**config.mk**
```make
export PLATFORM = sky130hd
export DESIGN_NAME = lcm_gcd_unit
export DESIGN_NICKNAME = d
export VERILOG_FILES = /design/src/rtl/lcm_gcd_pkg.sv /design/src/rtl/lcm_gcd_unit_div.sv /design/src/rtl/lcm_gcd_unit.sv
export SDC_FILE = /design/constraint.sdc
export NUM_CORES = 2
export LEC_CHECK = 0
export BUFFER_PORTS_ARGS = -buffer_cell sky130_fd_sc_hd__buf_2
export CORE_MARGIN = 5
export CORE_UTILIZATION = 45
export CTS_BUF_LIST = sky130_fd_sc_hd__clkbuf_16
export CTS_CLUSTER_SIZE = 8
export DETAILED_ROUTE_END_ITERATION = 7
export HOLD_SLACK_MARGIN = 0.15
export PLACE_DENSITY_LB_ADDON = 0.25
export SLEW_MARGIN = 40
export SYNTH_ARGS = -nofsm -noshare
export SYNTH_HDL_FRONTEND = slang
export SYNTH_HIERARCHICAL = 1
export SYNTH_SLANG_ARGS = --single-unit
```
**constraint.sdc**
```tcl
create_clock -name clock -period 10.8 [get_ports clock]
set_input_delay 1.08 -clock clock [delete_from_list [all_inputs] [get_ports clock]]
set_output_delay 1.08 -clock clock [all_outputs]
set_load 0.005 [all_outputs]
```
**src/rtl/lcm_gcd_pkg.sv**
```systemverilog
// Shared types and helpers for the GCD/LCM unit: FSM state encoding, mode
// encoding and a constant-foldable ceil(log2) for sizing counters.
package lcm_gcd_pkg;

    typedef enum logic [2:0] {
        IDLE,
        STEIN,
        DIV,
        MUL,
        DONE
    } state_t;

    localparam logic MODE_GCD = 1'b0;
    localparam logic MODE_LCM = 1'b1;

    function automatic int clog2(input int value);
        int r;
        r = 0;
        for (int i = 0; i < 31; i++) begin
            if ((1 << i) < value) r = i + 1;
        end
        return r;
    endfunction

endpackage

```
**src/rtl/lcm_gcd_unit_div.sv**
```systemverilog
// Restoring unsigned divider: loads on start, retires one quotient bit per
// cycle and raises done once all WIDTH bits are in; quotient then holds.
module seq_divider
    import lcm_gcd_pkg::*;
#(
    parameter int WIDTH = 32
) (
    input  logic             clock,
    input  logic             resetn,
    input  logic             start,
    input  logic [WIDTH-1:0] dividend,
    input  logic [WIDTH-1:0] divisor,
    output logic             done,
    output logic [WIDTH-1:0] quotient
);
    localparam int CW = clog2(WIDTH + 1);

    logic             run_q, run_d;
    logic [CW-1:0]    cnt_q, cnt_d;
    logic [WIDTH-1:0] rem_q, rem_d;
    logic [WIDTH-1:0] quo_q, quo_d;
    logic [WIDTH-1:0] dvs_q, dvs_d;
    logic [WIDTH:0]   trial;

    always_comb begin
        run_d = run_q;
        cnt_d = cnt_q;
        rem_d = rem_q;
        quo_d = quo_q;
        dvs_d = dvs_q;
        // A clear top bit means the shifted remainder covered the divisor.
        trial = {rem_q, quo_q[WIDTH-1]} - {1'b0, dvs_q};
        if (start) begin
            run_d = 1'b1;
            cnt_d = CW'(WIDTH);
            rem_d = '0;
            quo_d = dividend;
            dvs_d = divisor;
        end else if (run_q) begin
            if (cnt_q == '0) begin
                run_d = 1'b0;
            end else begin
                cnt_d = cnt_q - 1'b1;
                if (!trial[WIDTH]) begin
                    rem_d = trial[WIDTH-1:0];
                    quo_d = {quo_q[WIDTH-2:0], 1'b1};
                end else begin
                    rem_d = {rem_q[WIDTH-2:0], quo_q[WIDTH-1]};
                    quo_d = {quo_q[WIDTH-2:0], 1'b0};
                end
            end
        end
    end

    always_ff @(posedge clock) begin
        if (!resetn) begin
            run_q <= 1'b0;
            cnt_q <= '0;
        end else begin
            run_q <= run_d;
            cnt_q <= cnt_d;
        end
    end

    always_ff @(posedge clock) begin
        rem_q <= rem_d;
        quo_q <= quo_d;
        dvs_q <= dvs_d;
    end

    assign done     = run_q && (cnt_q == '0);
    assign quotient = quo_q;

endmodule

```
**src/rtl/lcm_gcd_unit.sv**
```systemverilog
// Iterative GCD/LCM behind a call/return handshake: binary Stein GCD, then for
// LCM a sequential divide b/g and a single full-width multiply a*(b/g).
module lcm_gcd_unit
    import lcm_gcd_pkg::*;
#(
    parameter int WIDTH      = 32,
    parameter bit SAT_ON_OVF = 1'b0
) (
    input  logic             clock,
    input  logic             resetn,
    input  logic             start,
    output logic             busy,
    output logic             done,
    input  logic             stall,
    input  logic             mode,
    input  logic [WIDTH-1:0] a,
    input  logic [WIDTH-1:0] b,
    output logic [WIDTH-1:0] returndata,
    output logic             overflow
);
    localparam int KW = clog2(WIDTH);

    state_t             state_q, state_d;
    logic               mode_q, mode_d;
    logic [WIDTH-1:0]   a_q, a_d;
    logic [WIDTH-1:0]   b_q, b_d;
    logic [WIDTH-1:0]   x_q, x_d;
    logic [WIDTH-1:0]   y_q, y_d;
    logic [KW-1:0]      k_q, k_d;
    logic [WIDTH-1:0]   res_q, res_d;
    logic               ovf_q, ovf_d;

    logic               ops_zero;
    logic               stein_end;
    logic [WIDTH-1:0]   g_w;
    logic               div_start;
    logic               div_done;
    logic [WIDTH-1:0]   div_quo;
    logic [2*WIDTH-1:0] product;

    function automatic logic [WIDTH-1:0] sat_result(input logic [2*WIDTH-1:0] p);
        if (SAT_ON_OVF && (|p[2*WIDTH-1:WIDTH])) return '1;
        return p[WIDTH-1:0];
    endfunction

    assign ops_zero  = (a == '0) || (b == '0);
    assign stein_end = (x_q == y_q);
    assign g_w       = x_q << k_q;
    assign div_start = (state_q == STEIN) && stein_end && (mode_q == MODE_LCM);
    assign product   = {{WIDTH{1'b0}}, a_q} * {{WIDTH{1'b0}}, div_quo};

    // b is an exact multiple of g, so the quotient needs no remainder check.
    seq_divider #(.WIDTH(WIDTH)) u_div (
        .clock    (clock),
        .resetn   (resetn),
        .start    (div_start),
        .dividend (b_q),
        .divisor  (g_w),
        .done     (div_done),
        .quotient (div_quo)
    );

    always_ff @(posedge clock) begin
        if (!resetn) begin
            state_q <= IDLE;
            res_q   <= '0;
            ovf_q   <= 1'b0;
        end else begin
            state_q <= state_d;
            res_q   <= res_d;
            ovf_q   <= ovf_d;
        end
    end

    always_ff @(posedge clock) begin
        mode_q <= mode_d;
        a_q    <= a_d;
        b_q    <= b_d;
        x_q    <= x_d;
        y_q    <= y_d;
        k_q    <= k_d;
    end

    always_comb begin
        state_d = state_q;
        case (state_q)
            IDLE:    if (start) state_d = ops_zero ? DONE : STEIN;
            STEIN:   if (stein_end) state_d = (mode_q == MODE_LCM) ? DIV : DONE;
            DIV:     if (div_done) state_d = MUL;
            MUL:     state_d = DONE;
            DONE:    if (!stall) state_d = IDLE;
            default: state_d = IDLE;
        endcase
    end

    always_comb begin
        mode_d = mode_q;
        a_d    = a_q;
        b_d    = b_q;
        x_d    = x_q;
        y_d    = y_q;
        k_d    = k_q;
        res_d  = res_q;
        ovf_d  = ovf_q;
        case (state_q)
            IDLE: begin
                if (start) begin
                    mode_d = mode;
                    a_d    = a;
                    b_d    = b;
                    x_d    = a;
                    y_d    = b;
                    k_d    = '0;
                    if (ops_zero) begin
                        // With one operand zero, a|b is the other one (or zero).
                        res_d = (mode == MODE_LCM) ? '0 : (a | b);
                        ovf_d = 1'b0;
                    end
                end
            end
            STEIN: begin
                if (stein_end) begin
                    if (mode_q == MODE_GCD) begin
                        res_d = g_w;
                        ovf_d = 1'b0;
                    end
                end else if (!x_q[0] && !y_q[0]) begin
                    x_d = x_q >> 1;
                    y_d = y_q >> 1;
                    k_d = k_q + 1'b1;
                end else if (!x_q[0]) begin
                    x_d = x_q >> 1;
                end else if (!y_q[0]) begin
                    y_d = y_q >> 1;
                end else if (x_q > y_q) begin
                    x_d = (x_q - y_q) >> 1;
                end else begin
                    y_d = (y_q - x_q) >> 1;
                end
            end
            MUL: begin
                res_d = sat_result(product);
                ovf_d = |product[2*WIDTH-1:WIDTH];
            end
            default: ;
        endcase
    end

    always_comb begin
        busy       = (state_q != IDLE);
        done       = (state_q == DONE);
        returndata = res_q;
        overflow   = ovf_q;
    end

endmodule

```
**Word-level counts from Yosys, hierarchy flattened**

Cells that the tools add are included.

- $add $sub $neg: 5
- $mul: 1
- Order comparisons: 1
- Equal/unequal tests: 18
- Shift-type cells: 1
- Mux-type cells: 47
- Bitwise gates (word level): 3
- Reduce and logical (&&, ||, !) cells: 27

Operators by type and width:

| operator | number |
|---|---|
| $mux W32 | 21 |
| $pmux W32 S2 | 2 |
| $pmux W32 S3 | 1 |
| $logic_not A32 Y1 | 2 |
| $mul A32 B32 Y64 | 1 |
| $sub A32 B32 Y32 | 2 |
| $sub A33 B32 Y33 | 1 |
| $eq A32 B32 Y1 | 1 |
| $gt A32 B32 Y1 | 1 |
| $or A32 B32 Y32 | 1 |
| $reduce_or A32 Y1 | 1 |
| $shl A32 B5 Y32 | 1 |
| $mux W3 | 6 |
| $mux W6 | 3 |
| $ne A2 B2 Y1 const B | 8 |
| $mux W5 | 3 |
| $pmux W3 S5 | 1 |
| $reduce_and A5 Y1 | 3 |
| $reduce_and A4 Y1 | 3 |
| $pmux W5 S2 | 1 |
| $mux W1 | 8 |
| $eq A3 B2 Y1 const B | 2 |
| $logic_not A6 Y1 | 1 |
| $reduce_and A2 Y1 | 3 |
| 19 further kinds | 26 |

- Register bits after elaboration: 273
- Output and inout bits: 35
- Word-level logic and storage cells: 120

**Longest topological paths before layout**

- Depth in word-level cells: 7
- Depth in mapped cells: 30
- Depth with buffers taken out: 28

**By module**

Netlist, hierarchy kept.

Modules (own cells, without submodules):

| module | instances | cells an instance | area each (µm²) |
|---|---|---|---|
| lcm_gcd_unit | 1 | 4975 | 45302.2 |
| seq_divider | 1 | 580 | 5906.9 |

**Worst setup path before layout**

Ideal clock, no wire load.

- Path type: flip-flop to flip-flop
- Start: register u_div.quo_q[2] (netlist: u_div/quotient[2])
- End: register ovf_q (netlist: overflow)
- Library setup time: 0.120 ns
- Data arrival time: 7.733 ns
- Required time: 10.680 ns
- Setup slack: 2.947 ns
- Cell stages (with the launch flop): 29
- Period minus slack after synthesis: 7.853 ns
- Cells stage by stage: edfxtp_1 clkbuf_1 and2_1 fa_1 inv_1 fa_1 fa_1 fa_1 inv_1 fa_1 inv_1 fa_1 inv_1 fa_1 fa_1 ha_1 clkbuf_1 a21oi_1 o21ai_0 nor2_1 a31oi_1 a31oi_1 o21ai_0 nor2_1 or4_1 a211o_1 nor4_1 nand4_1 o31a_1

- Cells in the longest elaborated chain, start to end: 3

RTL lines:

| item | line | text |
|---|---|---|
| from (decl) | lcm_gcd_unit_div.sv:21 | `logic [WIDTH-1:0] quo_q, quo_d;` |
| from (signal assigned) | lcm_gcd_unit_div.sv:67 | `quo_q <= quo_d;` |
| $mul A32 B32 Y64 | lcm_gcd_unit.sv:50 | `assign product = {{WIDTH{1'b0}}, a_q} * {{WIDTH{1'b0}}, div_quo};` |
| $reduce_or A32 Y1 | lcm_gcd_unit.sv:143 | `ovf_d = \|product[2*WIDTH-1:WIDTH];` |
| $pmux W1 S3 | lcm_gcd_unit.sv:105 | `case (state_q)` |
| to (signal assigned) | lcm_gcd_unit.sv:71 | `ovf_q <= ovf_d;` |
| to (decl) | lcm_gcd_unit.sv:31 | `logic ovf_q, ovf_d;` |

Every way passes these cells.
A chain may end at the register's enable or synchronous reset.

**Worst setup path in the final report**

- Start: register u_div.quo_q[12] (netlist: u_div/quotient[12])
- End: register ovf_q (netlist: overflow)

Same word-level chain as after synthesis.

==> reports/metrics.sh <==
ENDPOINT_KIND='flop'
CP_DATA_ARRIVAL_TIME_NS=9.65
LAYOUT.AREA.SEQ_UM2=7447
OUTCOME='completed'
CELL_COUNT_AFTER_SYNTHESIS=5555
FINALNETCOUNT=6821
HOLD-PATH-CELL-COUNT=1
CRIT_REG_REG_STARTPOINT='u_div/quotient[12]'
WL_MM=161.4
MULTI_INPUT_COMB_AREA_UM2=39440
DRT_FIRST_PASS_ITERS=6
R2R_END='overflow'
DPL.HPWL_MM=129.9
R2R_SETUP_SLACK_NS=1.62
CP.REQUIRED_NS=11.27
YOSYS.AREA.TOP_TYPE_SHARE_PCT=35.14
FP.COREAREA_UM2=112800
WORSTHOLDPATHTYPE='flop to flop'
POST_CTS_HOLD_BUFFER_COUNT=0
OVERALL_TRACK_DEMAND_OVER_CAPACITY_IN_GLOBAL_ROUTING_PCT=26.70
DRT-WIRELENGTH-PER-CELL_UM=22.96
WORST-SLEW-PIN-TRANSITION_NS=0.9222
CTSHTREEMAXLEVEL=2
FINALCRITPERIODSHARE_PCT=84.99
REG2REGPATHDEPTH=25
SYNTH-EDFF-COUNT=198
SYNTH_SEQ_CELLS=273
NETLIST_TOP_CELLS_AREA='sky130_fd_sc_hd__fa_1 35%, sky130_fd_sc_hd__edfxtp_1 12%, sky130_fd_sc_hd__ha_1 8.8%'
REMAINING_DRC_ERRORS=0
TOP_LEVEL_PORTS=104
GRT_START_MAX_NET_PINS=68
AREA_GROWTH_PCT=6.753
ANTENNA_LEFT=0
CLKSINKCOUNT=273
CP_MAX_FO=19
AVGVIACOUNTPERCELL=5.694
STARTPOINT_TYPE='flop'
FIRST_GLOBAL_VIAS=41670
YS_SEQ_AREA_SHARE_PCT=14.54
START_UTIL_PCT=45.40
SLEW_VIOLATIONS=0
FLOORPLAN.ROWS=123
UNREPAIRED_SETUP_ENDPOINTS_AFTER_GLOBAL_ROUTING='false'
FINALHOLDVIOLATIONS=0
FINALWEIGHTEDCONGESTION=0.9816
SYNTH_LARGEST_AREA_CELL='sky130_fd_sc_hd__fa_1'
GRT_ANTENNA_BEFORE_REPAIR=6
LAUNCH_INSTANCE_OF_THE_WORST_MIN_DELAY_PATH='returndata[1]'
SETUP_VIOLATIONS=0
CLOCK_TREE_FROM_TRITONCTS='done'
PORT-BUFFER-COUNT=103
CTS_INSERTED_BUFFERS=42
GRT_OVERFLOW=0
MAX-CLOCK-PATH-BUFFERS=3
FINAL_PERIOD_MINUS_WORST_SETUP_SLACK_NS=9.179
DR.FIRST_ITER.DRC_COUNT=3461
SYN_AVG_CELL_AREA_UM2=9.219
SYNTH.YOSYS.WARNINGS=6
MAX_CAP_VIOL_COUNT=0
CLOCK-ROOT-BUFFER='sky130_fd_sc_hd__clkbuf_16'
SYNTH.DISTINCT_CELLS=94
MAX_SLEW_MARGIN_PCT=36.76
WORSTSKEWPAIRLATENCY_NS=0.59
DIE_WIDTH_UM=347.3
ASYNC_RESET_FF_SHARE_PCT=0
POST_CTS.RESIZED_INSTANCES=0
CLKTRANSATPATHREGS_NS=0.06
DR_TOTAL_VIAS=40030
MOST_USED_FLIP_FLOP_CELL_AFTER_SYNTHESIS='sky130_fd_sc_hd__edfxtp_1'
DRIVE_GT1_SHARE_PCT=7.059
SETUP_TNS_NS=0
FP.DIEAREA_UM2=120600
TIMING.FMAX_MHz=108.9
POST_CTS.REPAIR.SETUP_BUFFERS=0
SYNTH_FP_NETS=6885
CLOCK_SKEW_NS=0.02986
DIE_HEIGHT_UM=347.3
GRT_PASS1_WL_MM=251.5
MAPPEDNETLISTAREA_UM2=51210
CRITPATHKIND='flop to flop'
FILLERS=10730
HOLD_PATH_END='returndata[1]'
[cell type report]
cell class	count	area share [%]
clock inverter	36	0.3525
sequential	273	13.62
multi-input combinational	4130	72.15
timing repair buffer	227	2.895
tap	1500	3.433
inverter	817	5.610
clock buffer	42	1.923
antenna	4	0.01831
[worst max path at each step]
stage	depth (start not counted)	startpoint	end
after global placement	26	a_q[4]	overflow
after CTS	25	u_div/quotient[9]	overflow
after detailed placement	25	u_div/quotient[9]	overflow
after floorplan	28	u_div/quotient[2]	overflow
after global routing	25	u_div/quotient[9]	overflow
final	25	u_div/quotient[12]	overflow
[through the flow]
stage | hold WS, ns | utilization [%] | cells | area [µm²] | setup slack, ns
after floorplan | 0.4614 | - | 5555 | 51210 | 2.947
after global placement | 0.4806 | 47.02 | 6917 | 53040 | 1.645
after detailed placement | 0.4911 | 47.29 | 6942 | 53350 | 1.685
after CTS | 0.4875 | 48.40 | 7020 | 54590 | 1.670
after global routing | 0.5243 | 48.45 | 7025 | 54660 | 1.222
final | 0.4975 | 48.46 | 7029 | 54670 | 1.621
[flip-flops by register name, summed over array words and instances (netlist names)]
signal and cells:
u_div/quotient 32, x_q 32, u_div/run_q 1, mode_q 1
u_div/dvs_q 32, a_q 32, k_q 5, overflow 1
b_q 32, y_q 32, state_q 3, u_div/rem_q 32
returndata 32, u_div/cnt_q 6
[cells by family after synthesis]
logic type | Yosys count | share of synthesized area [%]
adders and majority gates | 1261 | 43.99
xor gates and xnor gates | 139 | 2.429
and+or+nand+nor | 1817 | 17.67
AOI/OAI and AO/OA | 815 | 10.36
buffers and inverters | 1152 | 8.547
DFF | 273 | 14.54
muxes | 98 | 2.458
[placed cells by master, fill, tap and decap left out, types with 26 or more instances in the layout]
cell,instances
sky130_fd_sc_hd__dfxtp_1,75
sky130_fd_sc_hd__nor4_1,31
sky130_fd_sc_hd__buf_6,29
sky130_fd_sc_hd__edfxtp_1,198
sky130_fd_sc_hd__nor2b_1,28
sky130_fd_sc_hd__nand3_1,42
sky130_fd_sc_hd__fa_1,899
sky130_fd_sc_hd__mux2i_1,35
sky130_fd_sc_hd__a21o_1,60
sky130_fd_sc_hd__buf_2,103
sky130_fd_sc_hd__xnor2_1,94
sky130_fd_sc_hd__a221oi_1,44
sky130_fd_sc_hd__buf_4,92
sky130_fd_sc_hd__ha_1,362
sky130_fd_sc_hd__nand2_1,683
sky130_fd_sc_hd__nor2_1,236
sky130_fd_sc_hd__xor2_1,43
sky130_fd_sc_hd__nand2b_1,26
sky130_fd_sc_hd__a21oi_1,214
sky130_fd_sc_hd__nor3_1,42
sky130_fd_sc_hd__a31oi_1,28
sky130_fd_sc_hd__and2_1,611
sky130_fd_sc_hd__nand4_1,49
sky130_fd_sc_hd__o21a_1,28
sky130_fd_sc_hd__clkbuf_16,42
sky130_fd_sc_hd__mux2_2,42
sky130_fd_sc_hd__o21ai_0,206
sky130_fd_sc_hd__inv_1,841
[synthesized netlist by cell type, types with 8 or more instances]
cell	number
sky130_fd_sc_hd__nor2_1	237
sky130_fd_sc_hd__o211a_1	10
sky130_fd_sc_hd__mux2i_1	38
sky130_fd_sc_hd__and3_1	21
sky130_fd_sc_hd__a21oi_1	216
sky130_fd_sc_hd__a21o_1	60
sky130_fd_sc_hd__a311oi_1	12
sky130_fd_sc_hd__ha_1	362
sky130_fd_sc_hd__nor3_1	44
sky130_fd_sc_hd__inv_1	814
sky130_fd_sc_hd__o21ai_1	17
sky130_fd_sc_hd__nand3_1	42
sky130_fd_sc_hd__nand4_1	49
sky130_fd_sc_hd__nand2b_1	28
sky130_fd_sc_hd__o21ai_0	207
sky130_fd_sc_hd__a311oi_2	8
sky130_fd_sc_hd__and2_1	614
sky130_fd_sc_hd__o31ai_1	17
sky130_fd_sc_hd__nand2_1	683
sky130_fd_sc_hd__xnor2_1	94
sky130_fd_sc_hd__mux4_2	18
sky130_fd_sc_hd__fa_1	899
sky130_fd_sc_hd__o2111ai_1	12
sky130_fd_sc_hd__dfxtp_1	75
sky130_fd_sc_hd__clkbuf_1	302
sky130_fd_sc_hd__o22ai_1	13
sky130_fd_sc_hd__mux2_2	42
sky130_fd_sc_hd__buf_2	12
sky130_fd_sc_hd__a221oi_1	44
sky130_fd_sc_hd__o211ai_1	15
sky130_fd_sc_hd__o21a_1	28
sky130_fd_sc_hd__nor4_1	31
sky130_fd_sc_hd__edfxtp_1	198
sky130_fd_sc_hd__a31oi_1	28
sky130_fd_sc_hd__o21bai_1	20
sky130_fd_sc_hd__xor2_1	43
sky130_fd_sc_hd__nor2b_1	29
sky130_fd_sc_hd__a211oi_1	22
sky130_fd_sc_hd__buf_1	13
sky130_fd_sc_hd__a21boi_0	14
sky130_fd_sc_hd__or3_1	10
[layer usage]
metal	global-route usage [%]	up-vias	part of all wire [%]	wire, µm
li1	-	17700	-	-
met1	37.95	20430	43	69690
met2	41.02	1640	44	71050
met3	5.955	261	9.2	14840
met4	8.252	2	3.6	5758
met5	0	-	0.0081	13
[worst max-delay path, stage by stage, from the launching register on]
cell	delay [ns]
sky130_fd_sc_hd__edfxtp_1	0.80
sky130_fd_sc_hd__buf_4	0.40
sky130_fd_sc_hd__nand2_1	0.12
sky130_fd_sc_hd__fa_1	0.52
sky130_fd_sc_hd__inv_1	0.05
sky130_fd_sc_hd__fa_1	0.49
sky130_fd_sc_hd__inv_1	0.08
sky130_fd_sc_hd__fa_1	0.53
sky130_fd_sc_hd__inv_1	0.05
sky130_fd_sc_hd__fa_1	0.48
sky130_fd_sc_hd__fa_1	0.61
sky130_fd_sc_hd__fa_1	0.46
sky130_fd_sc_hd__fa_1	0.59
sky130_fd_sc_hd__fa_1	0.47
sky130_fd_sc_hd__ha_1	0.42
sky130_fd_sc_hd__a21oi_1	0.24
sky130_fd_sc_hd__o21ai_0	0.25
sky130_fd_sc_hd__a21oi_1	0.52
sky130_fd_sc_hd__a21o_1	0.20
sky130_fd_sc_hd__o221a_1	0.19
sky130_fd_sc_hd__o2111ai_1	0.10
sky130_fd_sc_hd__or4_1	0.51
sky130_fd_sc_hd__a211o_1	0.24
sky130_fd_sc_hd__nor4_1	0.34
sky130_fd_sc_hd__nand4_1	0.14
sky130_fd_sc_hd__o31a_1	0.25
Power is not shown: default switching activity piles up to over one toggle a cycle in this logic, so the estimate is an artifact.
